--- src/rtl/tdc_pkg.sv ---
// Shared types and default timing for the TDC register-write port.
// The FSM encoding is exported so checkers can decode the debug state output.
package tdc_pkg;

    localparam int ADDR_W = 4;
    localparam int DATA_W = 28;
    localparam int CMD_W  = ADDR_W + DATA_W;

    localparam int T_SETUP_DEF    = 2;
    localparam int T_WR_DEF       = 3;
    localparam int T_HOLD_DEF     = 2;
    localparam int FIFO_DEPTH_DEF = 4;

    typedef enum logic [1:0] {
        IDLE   = 2'd0,
        SETUP  = 2'd1,
        STROBE = 2'd2,
        HOLD   = 2'd3
    } tdc_state_e;

    function automatic int max3(input int a, input int b, input int c);
        int m;
        m = (a > b) ? a : b;
        return (m > c) ? m : c;
    endfunction

endpackage

--- src/rtl/tdc_cmd_fifo.sv ---
// Command queue: {addr, data} words, power-of-two depth, extra pointer bit
// distinguishes full from empty. Push while full and pop while empty are ignored.
module tdc_cmd_fifo
    import tdc_pkg::*;
#(
    parameter int DEPTH = FIFO_DEPTH_DEF
) (
    input  logic             clk,
    input  logic             rst,
    input  logic             push,
    input  logic             pop,
    input  logic [CMD_W-1:0] wdata,
    output logic [CMD_W-1:0] rdata,
    output logic             full,
    output logic             empty
);

    localparam int PTR_W = $clog2(DEPTH);

    logic [CMD_W-1:0] mem [DEPTH];
    logic [PTR_W:0]   wr_ptr;
    logic [PTR_W:0]   rd_ptr;
    logic             do_push;
    logic             do_pop;

    assign empty   = (wr_ptr == rd_ptr);
    assign full    = (wr_ptr[PTR_W] != rd_ptr[PTR_W]) &&
                     (wr_ptr[PTR_W-1:0] == rd_ptr[PTR_W-1:0]);
    assign do_push = push && !full;
    assign do_pop  = pop && !empty;
    assign rdata   = mem[rd_ptr[PTR_W-1:0]];

    always_ff @(posedge clk or posedge rst) begin
        if (rst) begin
            wr_ptr <= '0;
            rd_ptr <= '0;
        end else begin
            if (do_push) wr_ptr <= wr_ptr + 1'b1;
            if (do_pop)  rd_ptr <= rd_ptr + 1'b1;
        end
    end

    always_ff @(posedge clk) begin
        if (do_push) mem[wr_ptr[PTR_W-1:0]] <= wdata;
    end

endmodule

--- src/rtl/tdc_reg_write.sv ---
// Queued register-write sequencer for the TDC bus: generates CSN/WRN timing
// with registered bus outputs, one completed write per queued command.
module tdc_reg_write
    import tdc_pkg::*;
#(
    parameter int T_SETUP    = T_SETUP_DEF,
    parameter int T_WR       = T_WR_DEF,
    parameter int T_HOLD     = T_HOLD_DEF,
    parameter int FIFO_DEPTH = FIFO_DEPTH_DEF
) (
    input  logic              clk,
    input  logic              reset,
    input  logic              wr_req,
    input  logic [ADDR_W-1:0] addr_in,
    input  logic [DATA_W-1:0] data_in,
    input  logic              rd_busy,
    output logic              wr_ready,
    output logic              busy,
    output logic              wr_done,
    output logic              ovf,
    output logic [ADDR_W-1:0] addr_out,
    output logic [DATA_W-1:0] data_out,
    output logic              data_oe,
    output logic              CSN,
    output logic              WRN,
    output logic [1:0]        state_dbg
);

    localparam int CNT_W = $clog2(max3(T_SETUP, T_WR, T_HOLD)) + 1;

    // Handshake: a command is accepted on any rising edge where wr_req and
    // wr_ready are both high; wr_req with wr_ready low is dropped and flags ovf.

    logic [1:0]       rst_pipe;
    logic             rst;
    tdc_state_e       state, state_n;
    logic [CNT_W-1:0] cnt, cnt_n;
    logic             csn_n, wrn_n, oe_n, done_n, pop;
    logic [ADDR_W-1:0] addr_n;
    logic [DATA_W-1:0] data_n;
    logic [CMD_W-1:0] head;
    logic             full, empty;

    // Assert immediately, release two clocks after reset falls.
    always_ff @(posedge clk or posedge reset) begin
        if (reset) rst_pipe <= 2'b11;
        else       rst_pipe <= {rst_pipe[0], 1'b0};
    end
    assign rst = rst_pipe[1];

    tdc_cmd_fifo #(.DEPTH(FIFO_DEPTH)) u_fifo (
        .clk   (clk),
        .rst   (rst),
        .push  (wr_req),
        .pop   (pop),
        .wdata ({addr_in, data_in}),
        .rdata (head),
        .full  (full),
        .empty (empty)
    );

    assign wr_ready  = !full;
    assign busy      = !empty || (state != IDLE);
    assign state_dbg = state;

    always_comb begin
        state_n = state;
        cnt_n   = cnt;
        csn_n   = CSN;
        wrn_n   = WRN;
        oe_n    = data_oe;
        done_n  = 1'b0;
        addr_n  = addr_out;
        data_n  = data_out;
        pop     = 1'b0;
        case (state)
            IDLE: begin
                if (!empty && !rd_busy) begin
                    pop             = 1'b1;
                    {addr_n, data_n} = head;
                    csn_n           = 1'b0;
                    wrn_n           = 1'b1;
                    oe_n            = 1'b1;
                    cnt_n           = '0;
                    state_n         = SETUP;
                end
            end
            SETUP: begin
                if (cnt == CNT_W'(T_SETUP - 1)) begin
                    wrn_n   = 1'b0;
                    cnt_n   = '0;
                    state_n = STROBE;
                end else begin
                    cnt_n = cnt + CNT_W'(1);
                end
            end
            STROBE: begin
                if (cnt == CNT_W'(T_WR - 1)) begin
                    wrn_n   = 1'b1;
                    csn_n   = 1'b1;
                    cnt_n   = '0;
                    state_n = HOLD;
                end else begin
                    cnt_n = cnt + CNT_W'(1);
                end
            end
            HOLD: begin
                if (cnt == CNT_W'(T_HOLD - 1)) begin
                    oe_n    = 1'b0;
                    done_n  = 1'b1;
                    cnt_n   = '0;
                    state_n = IDLE;
                end else begin
                    cnt_n = cnt + CNT_W'(1);
                end
            end
            default: state_n = IDLE;
        endcase
    end

    always_ff @(posedge clk or posedge rst) begin
        if (rst) begin
            state    <= IDLE;
            cnt      <= '0;
            CSN      <= 1'b1;
            WRN      <= 1'b1;
            data_oe  <= 1'b0;
            wr_done  <= 1'b0;
            addr_out <= '0;
            data_out <= '0;
            ovf      <= 1'b0;
        end else begin
            state    <= state_n;
            cnt      <= cnt_n;
            CSN      <= csn_n;
            WRN      <= wrn_n;
            data_oe  <= oe_n;
            wr_done  <= done_n;
            addr_out <= addr_n;
            data_out <= data_n;
            if (wr_req && full) ovf <= 1'b1;
        end
    end

endmodule

--- config.mk ---
export PLATFORM = sky130hd
export DESIGN_NAME = tdc_reg_write
export DESIGN_NICKNAME = d
export VERILOG_FILES = /design/src/rtl/tdc_pkg.sv /design/src/rtl/tdc_cmd_fifo.sv /design/src/rtl/tdc_reg_write.sv
export SDC_FILE = /design/constraint.sdc
export NUM_CORES = 1
export LEC_CHECK = 0
export CAP_MARGIN = 15
export CORE_UTILIZATION = 58
export CTS_BUF_LIST = sky130_fd_sc_hd__clkbuf_8
export DETAILED_ROUTE_END_ITERATION = 10
export PLACE_DENSITY = 0.94
export RECOVER_POWER = 25
export SYNTH_ARGS = -nofsm -noshare
export SYNTH_HDL_FRONTEND = slang
export SYNTH_HIERARCHICAL = 1
export SYNTH_SLANG_ARGS = --single-unit
--- constraint.sdc ---
create_clock -name clk -period 1.5 [get_ports clk]
set_input_delay 0.225 -clock clk [delete_from_list [all_inputs] [get_ports clk]]
set_output_delay 0.225 -clock clk [all_outputs]
set_load 0.01 [all_outputs]
==> key figures, run 1 <==
Yosys
  – Share of the synthesized area in the top cell type: 0.5507
  – Ranking of synthesized cells by area: edfxtp_1 55%, dfrtp_1 16%, mux4_2 10%
  – Count of state elements after synthesis: 178
  – Count leader, synth: edfxtp_1
  – Mapped Cells: 345
  – Async set-reset flop share out of synthesis: 0.2809
  – Synth cell types: 43
  – Cell Area, Synth: 0.006979 mm2
  – Sequential-to-total area share from yosys stat: 0.7307
  – Syn_nets: 391
  – Total number of yosys warnings: 6
  – Number of synthesized flops with an enable pin: 128
  – Cell accounting for the most synthesized area: edfxtp_1
  – Ys flop type: edfxtp_1
  – Post-synthesis average cell area: 20.23 um2
  – Most instantiated cells after synthesis: 128 x edfxtp_1, 46 x dfrtp_1, 32 x mux2_2, 32 x mux4_2, 11 x inv_1

Clock tree
  – Cts hold-fix bufs: 0
  – Clock root cell: clkbuf_8
  – Sink Count: 178
  – TritonCTS clock tree: yes
  – Worst-path clk slew: 0.09 ns
  – # H-tree levels: 4
  – Total CTS buffers: 17
  – Clk_lat worst skew: 0.46 ns
  – Max Root-Sink Buffers: 2

Placement
  – I/O Buffers: 76
  – Placed cell count: 602
  – Placer Congestion: 0.8981
  – Hpwl dp: 9.213 mm

STA
  – Setup violations, final: 175
  – Slew Limit Fails: 0
  – Max Freq: 0.4945 GHz
  – RSZ-0062 raised after global routing: true
  – Worst Max-Slew Pin Slew: 0.5403 ns
  – Setup ws final: -0.5221 ns
  – Worst slew margin: 0.6371
  – Crit path time final: 2.022 ns
  – Final hold violations: 0
  – Period utilization: 1.348
  – Worst Clk Skew: 0.01167 ns

Setup path
  – CP max FO: 3
  – Critical-path cell with the highest stage delay: or4b_4
  – Buf+Inv Stages, Crit Path: 1
  – Crit path depth: 6
  – Worst Reg-to-Reg Cells: 6
  – Worst-path cell chain: buf_6, ha_4, or4b_4, a21oi_4, o21ai_2, mux2_4
  – Worst stage delay on the critical path: 0.55 ns
  – Delay-heaviest family, CP: simple AND/OR/NAND/NOR gates
  – CP endpoint kind: flip-flop
  – WP data arrival: 2.37 ns
  – Crit path launch type: flip-flop
  – Critical Path RT: 1.84 ns
  – Critical path class: reg2reg

Status
  – Failing checks: DRC, setup timing
  – Status: complete, but fails checks

Pwr
  – Internal power: 14.04 mW
  – Peak VDD IR: 1.207 mV
  – Combinational Power Share: 0.483
  – Net Sw Power: 7.003 mW
  – Leakage Power: 3.750 nW
  – Reg power frac: 0.355
  – Pwr Density: 2140 mW/mm2
  – Clock power frac: 0.162
  – Sw Ratio: 0.3328

Global routing
  – First-pass GRT wire length: 26.94 mm
  – Total gr overflow: 0
  – Number of global-route vias before repair: 4506
  – Largest net degree at the start of global routing: 19
  – Overall routing resource usage: 0.3090
  – Number of antenna violations at the first check in global routing: 0

Finish
  – Share of cells above drive strength 1: 0.4768
  – Area Overhead vs Synth: 40.87%
  – Inserted Diodes: 0
  – Final non-filler cell total: 682
  – Nets: 572
  – Post-layout util: 0.8502

Die
  – Total core area: 0.01156 mm2
  – Rows: 39
  – Starting Density: 0.6035
  – Die height: 111.7 um
  – Die ar.: 0.01248 mm2
  – Die W: 111.7 um
  – IO Count: 77

Drt
  – Post-DRT Antenna Nets: 0
  – Drt first pass iters: 8
  – Drt via density: 6.176
  – Drt wl/cell: 28.84 um
  – Post-Route WL: 19.67 mm
  – Vias: 4212
  – DRC viols: 8
  – Starting DRC count in detailed routing: 435

Worst hold path
  – HP Class: reg2async

Flow run
  – Max-Cap Viols: 0
==> logic make-up after synthesis <==
group / count (synthesis) / synth area share
AO/OA/AOI/OAI: 30 / 0.03388
XOR/XNOR: 9 / 0.01452
adder cells (fa/ha/maj): 10 / 0.01793
buffers and inverters: 23 / 0.01954
flip-flops: 178 / 0.7307
multiplexers: 66 / 0.1585
other: 1 / 0.0005373
AND/OR/NAND/NOR: 28 / 0.02438
==> power by group through the flow <==
stage	combinational (mW)	clock (mW)	sequential, mW
2_1_floorplan	3.99	0	7.62
3_3_place_gp	7.12	0	7.40
3_5_place_dp	7.44	0	7.52
4_1_cts	9.08	3.35	7.38
5_1_grt	10.5	3.64	7.56
6_report	10.2	3.40	7.48
==> layout make-up <==
type | count | area [um2]
Sequential cell | 178 | 5110
Multi-Input combinational cell | 144 | 2148
Timing Repair Buffer | 174 | 1947
Fill cell | 470 | 1733
Clock buffer | 19 | 261.5
Tap cell | 143 | 178.9
Clock inverter | 13 | 142.6
Inverter | 11 | 43.79
==> sequential cells by signal, summed over array words and instances (netlist names) <==
register / cells
u_fifo/wr_ptr: 3
data_oe: 1
wr_done: 1
data_out: 28
WRN: 1
ovf: 1
state_dbg: 2
CSN: 1
rst_pipe: 2
u_fifo/rd_ptr: 3
u_fifo/mem: 128
cnt: 3
addr_out: 4
==> routing by layer <==
metal | wire [um] | global-route usage | vias to the layer above
met4 | 991 | 0.1414 | 0
met1 | 7088 | 0.3552 | 2184
met2 | 10580 | 0.5516 | 228
li1 | - | - | 1724
met3 | 1011 | 0.07077 | 76
met5 | 0 | 0 | -
==> path summary, 6_finish.rpt <==
kind | from | end | slack (ns)
max in group asynchronous | rst_pipe[1] | data_out[0] | 0.65
min in group clk | rst_pipe[0] | rst_pipe[1] | 0.38
worst min register to register | rst_pipe[1] | u_fifo/rd_ptr[1] | 0.22
worst min-delay path | rst_pipe[1] | u_fifo/rd_ptr[1] | 0.22
worst max register to register | state_dbg[0] | state_dbg[1] | -0.52
worst max-delay path | state_dbg[0] | state_dbg[1] | -0.52
==> cell usage in the layout (no fill, tap or decap), types with 4 or more instances in the layout <==
master	n
inv_2	5
clkinv_2	5
clkbuf_8	19
mux2_2	4
dfrtp_1	38
mux2_4	29
ha_1	5
dlygate4sd3_1	15
a21oi_1	5
buf_8	4
buf_16	8
buf_6	23
buf_4	44
dlygate4sd2_1	35
buf_12	18
dfrtp_2	8
mux4_2	32
clkdlybuf4s50_1	20
edfxtp_1	128
inv_1	7
nand2_1	5
==> through the flow <==
stage                     TNS [ns]  hold slack (ns)  cell area (um2)  power [mW]  setup slack, ns
after floorplan             -26.51           0.1365             7163       11.61          -0.3357
after global placement      -26.22           0.1917             8521       14.52          -0.3046
after detailed placement    -31.44           0.1908             8521       14.96          -0.3904
after CTS                   -53.80          0.07445             9689       19.81          -0.4196
after global routing        -61.56           0.2453             9832       21.72          -0.5705
final                       -55.96           0.2210             9832       21.04          -0.5221
==> what timing repair did <==
item	CTS	global route
cloned	12	1
buffers inserted	33	13
pin swaps	13	15
gates resized for setup	111	44
endpoints found under the hold margin	0	0
setup endpoints to repair	213	179
Power figures use the tool's default switching activity.
==> run 2: changes to the inputs <==
--- a/config.mk
+++ b/config.mk
@@ -9,8 +9,10 @@
 export CORE_UTILIZATION = 58
 export CTS_BUF_LIST = sky130_fd_sc_hd__clkbuf_8
 export DETAILED_ROUTE_END_ITERATION = 10
+export GPL_ROUTABILITY_DRIVEN = 0
 export PLACE_DENSITY = 0.94
 export RECOVER_POWER = 25
+export SLEW_MARGIN = 0
 export SYNTH_ARGS = -nofsm -noshare
 export SYNTH_HDL_FRONTEND = slang
 export SYNTH_HIERARCHICAL = 1
==> results of run 2 <==
The final DEF is identical to that of run 1; final timing and power are the same.
==> run 3: changes to the inputs <==
--- a/config.mk
+++ b/config.mk
@@ -12,7 +12,6 @@
 export GPL_ROUTABILITY_DRIVEN = 0
 export PLACE_DENSITY = 0.94
 export RECOVER_POWER = 25
-export SLEW_MARGIN = 0
 export SYNTH_ARGS = -nofsm -noshare
 export SYNTH_HDL_FRONTEND = slang
 export SYNTH_HIERARCHICAL = 1
==> results of run 3 <==
The final DEF is identical to that of run 1; final timing and power are the same.
